## config.mk

```make
export PLATFORM = sky130hd
export DESIGN_NAME = axi3_master_bridge
export DESIGN_NICKNAME = d
export VERILOG_FILES = /design/src/rtl/axi3_master_bridge.sv
export SDC_FILE = /design/constraint.sdc
export NUM_CORES = 1
export LEC_CHECK = 0
export BUFFER_PORTS_ARGS = -buffer_cell sky130_fd_sc_hd__buf_2
export CAP_MARGIN = 20
export CORE_MARGIN = 3
export CORE_UTILIZATION = 25
export CTS_CLUSTER_SIZE = 24
export DETAILED_ROUTE_END_ITERATION = 16
export SYNTH_ARGS = -nofsm -noshare
export SYNTH_HDL_FRONTEND = slang
export SYNTH_SLANG_ARGS = --single-unit
```

## constraint.sdc

```tcl
create_clock -name clk -period 2.06 [get_ports clk]
set_input_delay 0.103 -clock clk [delete_from_list [all_inputs] [get_ports clk]]
set_output_delay 0.103 -clock clk [all_outputs]
set_load 0.1 [all_outputs]
```

## src/rtl/axi3_master_bridge.sv

```systemverilog
// Converts single-word req/ack requests into single-beat AXI3 master read/write transactions.
// A timeout reports an error to the requester, and the AXI side is then drained cleanly.
module axi3_master_bridge #(
  parameter int unsigned TIMEOUT = 1048575,
  parameter logic [11:0] ID      = 12'h000,
  parameter logic [2:0]  PROT    = 3'b000
) (
  input  logic        clk,
  input  logic        rstn,
  input  logic        inreq,
  input  logic        inwr,
  input  logic [31:0] inaddr,
  input  logic [31:0] inwdata,
  input  logic [3:0]  inwstrb,
  output logic        inack,
  output logic        inerr,
  output logic [31:0] inrdata,
  output logic        axiarvalid,
  input  logic        axiarready,
  output logic [31:0] axiaraddr,
  output logic [11:0] axiarid,
  output logic [3:0]  axiarlen,
  output logic [2:0]  axiarsize,
  output logic [1:0]  axiarburst,
  output logic [1:0]  axiarlock,
  output logic [3:0]  axiarcache,
  output logic [3:0]  axiarqos,
  output logic [2:0]  axiarprot,
  input  logic        axirvalid,
  output logic        axirready,
  input  logic [31:0] axirdata,
  input  logic [1:0]  axirresp,
  input  logic        axirlast,
  input  logic [11:0] axirid,
  output logic        axiawvalid,
  input  logic        axiawready,
  output logic [31:0] axiawaddr,
  output logic [11:0] axiawid,
  output logic [3:0]  axiawlen,
  output logic [2:0]  axiawsize,
  output logic [1:0]  axiawburst,
  output logic [1:0]  axiawlock,
  output logic [3:0]  axiawcache,
  output logic [3:0]  axiawqos,
  output logic [2:0]  axiawprot,
  output logic        axiwvalid,
  input  logic        axiwready,
  output logic [31:0] axiwdata,
  output logic [3:0]  axiwstrb,
  output logic        axiwlast,
  output logic [11:0] axiwid,
  input  logic        axibvalid,
  output logic        axibready,
  input  logic [1:0]  axibresp,
  input  logic [11:0] axibid
);

  localparam int TW = (TIMEOUT < 2) ? 1 : $clog2(TIMEOUT + 1);

  localparam logic [2:0] S_IDLE   = 3'd0;
  localparam logic [2:0] S_RDADDR = 3'd1;
  localparam logic [2:0] S_RDDATA = 3'd2;
  localparam logic [2:0] S_WRXFER = 3'd3;
  localparam logic [2:0] S_WRRESP = 3'd4;
  localparam logic [2:0] S_DRAIN  = 3'd5;

  logic [2:0]    state_q, state_d;
  logic [TW-1:0] timer_q, timer_d;
  logic [31:0]   addr_q, addr_d, wdata_q, wdata_d, rdata_q, rdata_d;
  logic [3:0]    wstrb_q, wstrb_d;
  logic          is_wr_q, is_wr_d;
  logic          arvalid_q, arvalid_d, rready_q, rready_d;
  logic          awvalid_q, awvalid_d, wvalid_q, wvalid_d, bready_q, bready_d;
  logic          inack_q, inack_d, inerr_q, inerr_d;
  logic          aw_left, w_left, active;

  // Fields not needed for single-beat, single-outstanding operation.
  logic unused_ok;
  assign unused_ok = ^{axirlast, axirid, axibid, axirresp[0], axibresp[0]};

  assign aw_left = awvalid_q & ~axiawready;
  assign w_left  = wvalid_q & ~axiwready;
  assign active  = (state_q == S_RDADDR) || (state_q == S_RDDATA) ||
                   (state_q == S_WRXFER) || (state_q == S_WRRESP);

  always_comb begin
    // NOTE: every next-state variable gets a default first, so no path can infer a latch.
    state_d   = state_q;
    timer_d   = timer_q;
    addr_d    = addr_q;
    wdata_d   = wdata_q;
    wstrb_d   = wstrb_q;
    rdata_d   = rdata_q;
    is_wr_d   = is_wr_q;
    arvalid_d = arvalid_q;
    rready_d  = rready_q;
    awvalid_d = awvalid_q;
    wvalid_d  = wvalid_q;
    bready_d  = bready_q;
    inack_d   = 1'b0;
    inerr_d   = 1'b0;

    case (state_q)
      S_IDLE: begin
        if (inreq) begin
          addr_d  = inaddr;
          is_wr_d = inwr;
          timer_d = TW'(TIMEOUT);
          if (inwr) begin
            wdata_d   = inwdata;
            wstrb_d   = inwstrb;
            awvalid_d = 1'b1;
            wvalid_d  = 1'b1;
            state_d   = S_WRXFER;
          end else begin
            arvalid_d = 1'b1;
            state_d   = S_RDADDR;
          end
        end
      end
      S_RDADDR: begin
        if (axiarready) begin
          arvalid_d = 1'b0;
          rready_d  = 1'b1;
          state_d   = S_RDDATA;
        end
      end
      S_RDDATA: begin
        if (axirvalid) begin
          rready_d = 1'b0;
          rdata_d  = axirdata;
          inack_d  = 1'b1;
          inerr_d  = axirresp[1];
          state_d  = S_IDLE;
        end
      end
      S_WRXFER: begin
        awvalid_d = aw_left;
        wvalid_d  = w_left;
        if (!aw_left && !w_left) begin
          bready_d = 1'b1;
          state_d  = S_WRRESP;
        end
      end
      S_WRRESP: begin
        if (axibvalid) begin
          bready_d = 1'b0;
          inack_d  = 1'b1;
          inerr_d  = axibresp[1];
          state_d  = S_IDLE;
        end
      end
      S_DRAIN: begin
        // Finish whatever handshakes are open, swallow the response, stay silent.
        if (is_wr_q) begin
          awvalid_d = aw_left;
          wvalid_d  = w_left;
          if ((awvalid_q || wvalid_q) && !aw_left && !w_left) begin
            bready_d = 1'b1;
          end else if (bready_q && axibvalid) begin
            bready_d = 1'b0;
            state_d  = S_IDLE;
          end
        end else if (arvalid_q) begin
          if (axiarready) begin
            arvalid_d = 1'b0;
            rready_d  = 1'b1;
          end
        end else if (rready_q && axirvalid) begin
          rready_d = 1'b0;
          state_d  = S_IDLE;
        end
      end
      default: state_d = S_IDLE;
    endcase

    // Expiry lands on the edge where the timer reaches zero; a same-cycle completion wins.
    if (active) begin
      if (timer_q != '0) timer_d = timer_q - 1'b1;
      if (timer_q <= TW'(1) && state_d != S_IDLE) begin
        inack_d = 1'b1;
        inerr_d = 1'b1;
        rdata_d = '0;
        state_d = S_DRAIN;
      end
    end
  end

  // NOTE: all state is reset, including the datapath registers, because inrdata is visible at reset.
  always_ff @(posedge clk or negedge rstn) begin
    if (!rstn) begin
      state_q   <= S_IDLE;
      timer_q   <= '0;
      addr_q    <= '0;
      wdata_q   <= '0;
      wstrb_q   <= '0;
      rdata_q   <= '0;
      is_wr_q   <= 1'b0;
      arvalid_q <= 1'b0;
      rready_q  <= 1'b0;
      awvalid_q <= 1'b0;
      wvalid_q  <= 1'b0;
      bready_q  <= 1'b0;
      inack_q   <= 1'b0;
      inerr_q   <= 1'b0;
    end else begin
      // NOTE: non-blocking assignments so every register updates from pre-edge values.
      state_q   <= state_d;
      timer_q   <= timer_d;
      addr_q    <= addr_d;
      wdata_q   <= wdata_d;
      wstrb_q   <= wstrb_d;
      rdata_q   <= rdata_d;
      is_wr_q   <= is_wr_d;
      arvalid_q <= arvalid_d;
      rready_q  <= rready_d;
      awvalid_q <= awvalid_d;
      wvalid_q  <= wvalid_d;
      bready_q  <= bready_d;
      inack_q   <= inack_d;
      inerr_q   <= inerr_d;
    end
  end

  assign inack      = inack_q;
  assign inerr      = inerr_q;
  assign inrdata    = rdata_q;

  assign axiarvalid = arvalid_q;
  assign axiaraddr  = addr_q;
  assign axiarid    = ID;
  assign axiarlen   = 4'd0;
  assign axiarsize  = 3'd2;
  assign axiarburst = 2'b01;
  assign axiarlock  = 2'b00;
  assign axiarcache = 4'd0;
  assign axiarqos   = 4'd0;
  assign axiarprot  = PROT;
  assign axirready  = rready_q;

  assign axiawvalid = awvalid_q;
  assign axiawaddr  = addr_q;
  assign axiawid    = ID;
  assign axiawlen   = 4'd0;
  assign axiawsize  = 3'd2;
  assign axiawburst = 2'b01;
  assign axiawlock  = 2'b00;
  assign axiawcache = 4'd0;
  assign axiawqos   = 4'd0;
  assign axiawprot  = PROT;

  assign axiwvalid  = wvalid_q;
  assign axiwdata   = wdata_q;
  assign axiwstrb   = wstrb_q;
  assign axiwlast   = 1'b1;
  assign axiwid     = ID;
  assign axibready  = bready_q;

endmodule
```

# Word level (Yosys, flattened, before mapping)

Cells that the tools add are included.

Add/subtract/negate cells: 1
$mul: 0
Div/mod/pow operators: 0
Order comparisons: 1
Equal/unequal tests: 16
Shifts and indexed selects: 0
Muxes and demuxes: 57
Bitwise gates (word level): 4
Reductions and logical operators: 25

Operators with widths:

| kind                  | number |
|---|---|
| $mux 32               | 4 |
| $mux 20               | 4 |
| $mux 3                | 12 |
| $mux 1                | 28 |
| $le 20x1->1 const B   | 1 |
| $reduce_bool 20->1    | 1 |
| $sub 20x1->20 const B | 1 |
| $pmux 3 s6            | 1 |
| $ne 2x2->1 const B    | 8 |
| $pmux 1 s3            | 5 |
| $reduce_bool 3->1     | 5 |
| $reduce_and 5->1      | 2 |
| $reduce_and 4->1      | 2 |
| $eq 3x2->1 const B    | 2 |
| $eq 3x3->1 const B    | 2 |
| $logic_and 1x1->1     | 6 |
| $ne 3x3->1 const B    | 2 |
| $logic_or 1x1->1      | 4 |
| $pmux 1 s2            | 2 |
| $eq 3x1->1 const B    | 1 |
| $logic_not 3->1       | 1 |
| $reduce_and 3->1      | 1 |
| $and 1x1->1           | 2 |
| $logic_not 1->1       | 2 |
| other kinds (4)       | 5 |

Flip-flop bits (word level): 131
Bits in latches: 0
RAM bits: 0
Bits in read-only memories: 0
Input bits: 138
Word-level logic and storage cells: 118
Memories kept: 0

# Logic depth before layout (Yosys ltp)

Word-level depth: 12
Depth in mapped cells: 8
Gate-level depth less buffers: 6

# Worst setup path after synthesis

No wires, ideal clock.

Kind: reg2reg
Start point: reg wvalid_q, in the netlist axiwvalid
End point: reg inack_q, in the netlist inack
Library setup time: 0.131 ns
Data arrival time: 2.252 ns
Data required time: 1.929 ns
Setup slack: -0.323 ns
Stages on the path, launching flop included: 7
Path buffers: 1
Period minus slack after synthesis: 2.383 ns
Cells stage by stage: dfrtp_1 > nor2b_1 > o31ai_1 > nor3b_1 > o31a_1 > buf_4 > or3_1

Longest elaborated chain between the ends: 10
Elaborated cells on any way between the ends: 14

Ends and longest elaborated chain:

| element                                                     | line     | source |
|---|---|---|
| from (decl)                                                 | 73       | `logic awvalid_q, awvalid_d, wvalid_q, wvalid_d, bready_q, bready_d;` |
| from (signal assigned)                                      | 218      | `wvalid_q <= wvalid_d;` |
| $and 1x1->1 / $logic_or 1x1->1 (equally long branches)      | 82, 158  |  |
| $logic_not 1->1 / $logic_and 1x1->1 (equally long branches) | 140, 158 |  |
| $logic_and 1x1->1                                           | 158      | `if ((awvalid_q \|\| wvalid_q) && !aw_left && !w_left) begin` |
| $mux 3                                                      | 158      |  |
| $mux 3                                                      | 155      | `if (is_wr_q) begin` |
| $pmux 3 s6 (*)                                              | 103      | `case (state_q)` |
| $reduce_bool 3->1 (*)                                       | 180      | `if (timer_q <= TW'(1) && state_d != S_IDLE) begin` |
| $logic_and 1x1->1 (*)                                       | 180      |  |
| $mux 1 (*)                                                  | 180      |  |
| $mux 1 (*)                                                  | 178      | `if (active) begin` |
| via inack_d                                                 | 74       | `logic inack_q, inack_d, inerr_q, inerr_d;` |
| to (signal assigned)                                        | 220      | `inack_q <= inack_d;` |
| to (decl)                                                   | 74       |  |

Mark *: on every way through the listed nets, which the timed path passes. The rest lies on a longest branch.
A chain may end at the register's enable or synchronous reset.

# Worst setup path after layout

Start point: reg awvalid_q, in the netlist axiawvalid
End point: reg inerr_q, in the netlist inerr

Longest elaborated chain between the ends: 11
Elaborated cells on any way between the ends: 14

Ends and longest elaborated chain:

| element                         | line     | source |
|---|---|---|
| from (decl)                     | 73       |  |
| from (signal assigned)          | 217      | `awvalid_q <= awvalid_d;` |
| $and 1x1->1                     | 81       | `assign aw_left = awvalid_q & ~axiawready;` |
| $logic_not 1->1                 | 140, 158 |  |
| $logic_and 1x1->1 (2 in series) | 158      |  |
| $mux 3                          | 158      |  |
| $mux 3                          | 155      |  |
| $pmux 3 s6 (*)                  | 103      |  |
| $reduce_bool 3->1 (*)           | 180      |  |
| $logic_and 1x1->1 (*)           | 180      |  |
| $mux 1 (*)                      | 180      |  |
| $mux 1 (*)                      | 178      |  |
| via inerr_d                     | 74       |  |
| to (signal assigned)            | 221      | `inerr_q <= inerr_d;` |
| to (decl)                       | 74       |  |

Marks and branches as above.

==> out/metrics.csv <==
metric;value;unit
ys_warn_count;0;
drtIter0Drc;225;
crit_family;compound AO/OA/AOI/OAI gates;
cts.clk_slew.worst_paths;0.06;ns
vias;5407;
worstSetupPathType;flop to flop;
drc;0;
crit_fanout;8;
final_common_cell;buf_2;
htree_num_levels;4;
met3_length;1060;µm
syn_inst;629;
worst_r2r_endpoint;inerr$_DFF_PN0_;
dieArea;27900;µm²
viasPerCell;4.09;
cts_tree;yes;
routed_wirelength;17400;µm
min_from;axibvalid;
worst_slew_pin_slew;0.540;ns
grt_overflow;0;
final_cell_mix;buf_2, dfrtp_1, nand2_1;
period_share;95.1;%
cts-root-buf;clkbuf_16;
met1_length;6930;µm
start_util;25.6;%
stdcell_count;1321;
worstPathRequired;2.36;ns
holdPathEnd;axibready$_DFFE_PN0P_;
syn-mean-instance-area;10.3;µm²
hpwl;11800;µm
route.met2.wl;8960;µm
finalCriticalPeriod;1.96;ns
area_growth;45.8;%
antenna_found_initial;0;
slew_violations;0;
critPathMaxStageDelay;0.42;ns
track_usage;12.1;%
numCtsBuffers;17;
drtPass1Iterations;4;
io_buffers;249;
startpoint_type;flop;
worst_hold_slack;0.0450;ns
die_w;167;µm
worstRegToRegCells;7;
postSynth.asyncResetShare;100;%
timing.fmax;511;MHz
die_h;167;µm
arrival;2.26;ns
fin_skew;0.0154;ns
num_rows;58;
ys_ff_latch;131;
yosysSeqAreaShare;50.5;%
grt_max_degree;50;
setup_viol;0;
gp_congestion;0.787;
cp_num_buf_inv;2;
synth_edf_count;0;
cp_cell_sequence;nor2b_1 -> o31ai_1 -> nor3b_2 -> o31a_1 -> buf_4 -> buf_6 -> a221o_1;
yosys_most_used_dff;dfrtp_1;
hold_path_class;input pin to flop;
relSlewSlack;64.3;%
clock_sinks;131;
slowest_stage;dfrtp_4;
drive_gt1_share;37.0;%
routedWlPerCell;13.1;µm
hold_depth;3;
endpoint_kind;flop;
status;finished, final reports clean;
final_nets;1117;
r2r_start;axiawvalid$_DFFE_PN0P_;
hold_viol_final;0;
first_global_vias;5371;
grt_pass1_wl;27500;µm
reg2reg_slack;0.10;ns
netlist_area;6490;µm²
ios;358;
cts_max_path_buffers;2;
max_cap_violations;0;
clk_latency;0.42;ns
utilization;37.4;%
top_layer_used;met4;
dp.cells;1179;
synth_cell_types;50;
ant_nets;0;
fp.coreArea;25300;µm²
cell usage after synthesis, types with 3 or more instances:
| library cell | n | area [µm²] |
|---|---|---|
| a211oi_1 | 4 | 30.0 |
| a21oi_1 | 13 | 65.1 |
| a31oi_1 | 4 | 25.0 |
| buf_1 | 3 | 11.3 |
| buf_2 | 7 | 35.0 |
| buf_4 | 114 | 856 |
| buf_6 | 3 | 33.8 |
| clkbuf_1 | 10 | 37.5 |
| dfrtp_1 | 131 | 3280 |
| inv_1 | 4 | 15.0 |
| mux2_2 | 36 | 405 |
| mux2i_1 | 39 | 390 |
| nand2_1 | 112 | 420 |
| nand2b_1 | 5 | 31.3 |
| nand3_1 | 9 | 45.0 |
| nor2_1 | 59 | 221 |
| nor2b_1 | 6 | 37.5 |
| nor3_1 | 8 | 40.0 |
| nor4_4 | 4 | 85.1 |
| o21ai_0 | 7 | 35.0 |
| o21ai_1 | 3 | 15.0 |
| o31ai_1 | 3 | 22.5 |
| or3_1 | 5 | 31.3 |
how the worst max path moves through the flow:
| stage | from | to | cells after the start |
|---|---|---|---|
| 2_1_floorplan | axiarvalid$_DFFE_PN0P_ | inack$_DFF_PN0_ | 5 |
| 3_3_place_gp | timer_q[10]$_DFF_PN0_ | inerr$_DFF_PN0_ | 6 |
| 3_5_place_dp | timer_q[10]$_DFF_PN0_ | inrdata[18]$_DFF_PN0_ | 6 |
| 4_1_cts | timer_q[10]$_DFF_PN0_ | inrdata[18]$_DFF_PN0_ | 6 |
| 5_1_grt | state_q[2]$_DFF_PN0_ | axiarvalid$_DFFE_PN0P_ | 6 |
| 6_report | axiawvalid$_DFFE_PN0P_ | inerr$_DFF_PN0_ | 7 |
state kept, by name, summed over array words and instances (netlist names):
signal      count
state_q         3
axirready       1
axiaraddr      32
axiwdata       32
inack           1
inerr           1
axiarvalid      1
inrdata        32
axiawvalid      1
is_wr_q         1
timer_q        20
axiwstrb        4
axiwvalid       1
axibready       1
timing repair:
action | CTS | global route
gates resized for setup | 0 | 12
hold buffers | 107 | 0
hold endpoints to repair | 163 | 0
buffers inserted | 0 | 1
endpoints found under the setup margin | 0 | 36
metal layers:
| metal | up-vias | global-route usage [%] |
|---|---|---|
| met3 | 28 | 3.21 |
| met2 | 208 | 21.5 |
| li1 | 2592 | - |
| met1 | 2579 | 13.9 |
| met4 | 0 | 4.52 |
| met5 | - | 0 |
cell families after synthesis:
| kind of cell | share of synthesized area [%] |
|---|---|
| DFF | 50.5 |
| xor gates and xnor gates | 0.405 |
| and+or+nand+nor | 16.7 |
| muxes | 12.3 |
| other | 0.116 |
| buffers and inverters | 15.2 |
| AOI/OAI and AO/OA | 4.39 |
| adders and majority gates | 0.385 |
worst register-to-register path, cell delays in order (launching register included):
cell     delay, ns
dfrtp_4       0.42
nor2b_1       0.29
o31ai_1       0.11
nor3b_2       0.18
o31a_1        0.30
buf_4         0.16
buf_6         0.14
a221o_1       0.25
cell type report:
type | instances | area, µm²
inverters | 4 | 15.0
well taps | 330 | 413
multi-input cells | 436 | 2540
repair buffers | 387 | 2620
fillers | 2461 | 15900
clock buffers | 18 | 429
diodes | 1 | 2.50
clock inverters | 14 | 154
flip-flops and latches | 131 | 3290
per-stage QoR:
step,instance area [µm²],setup TNS (ns),setup slack (ns)
after global routing,9460,-0.00249,-0.00249
after detailed placement,7760,0,0.0518
after global placement,7760,0,0.102
after floorplan,6800,0,0.0282
final,9470,0,0.101
after CTS,9420,0,0.0272
Power is not shown: default switching activity piles up to over one toggle a cycle in this logic, so the estimate is an artifact.
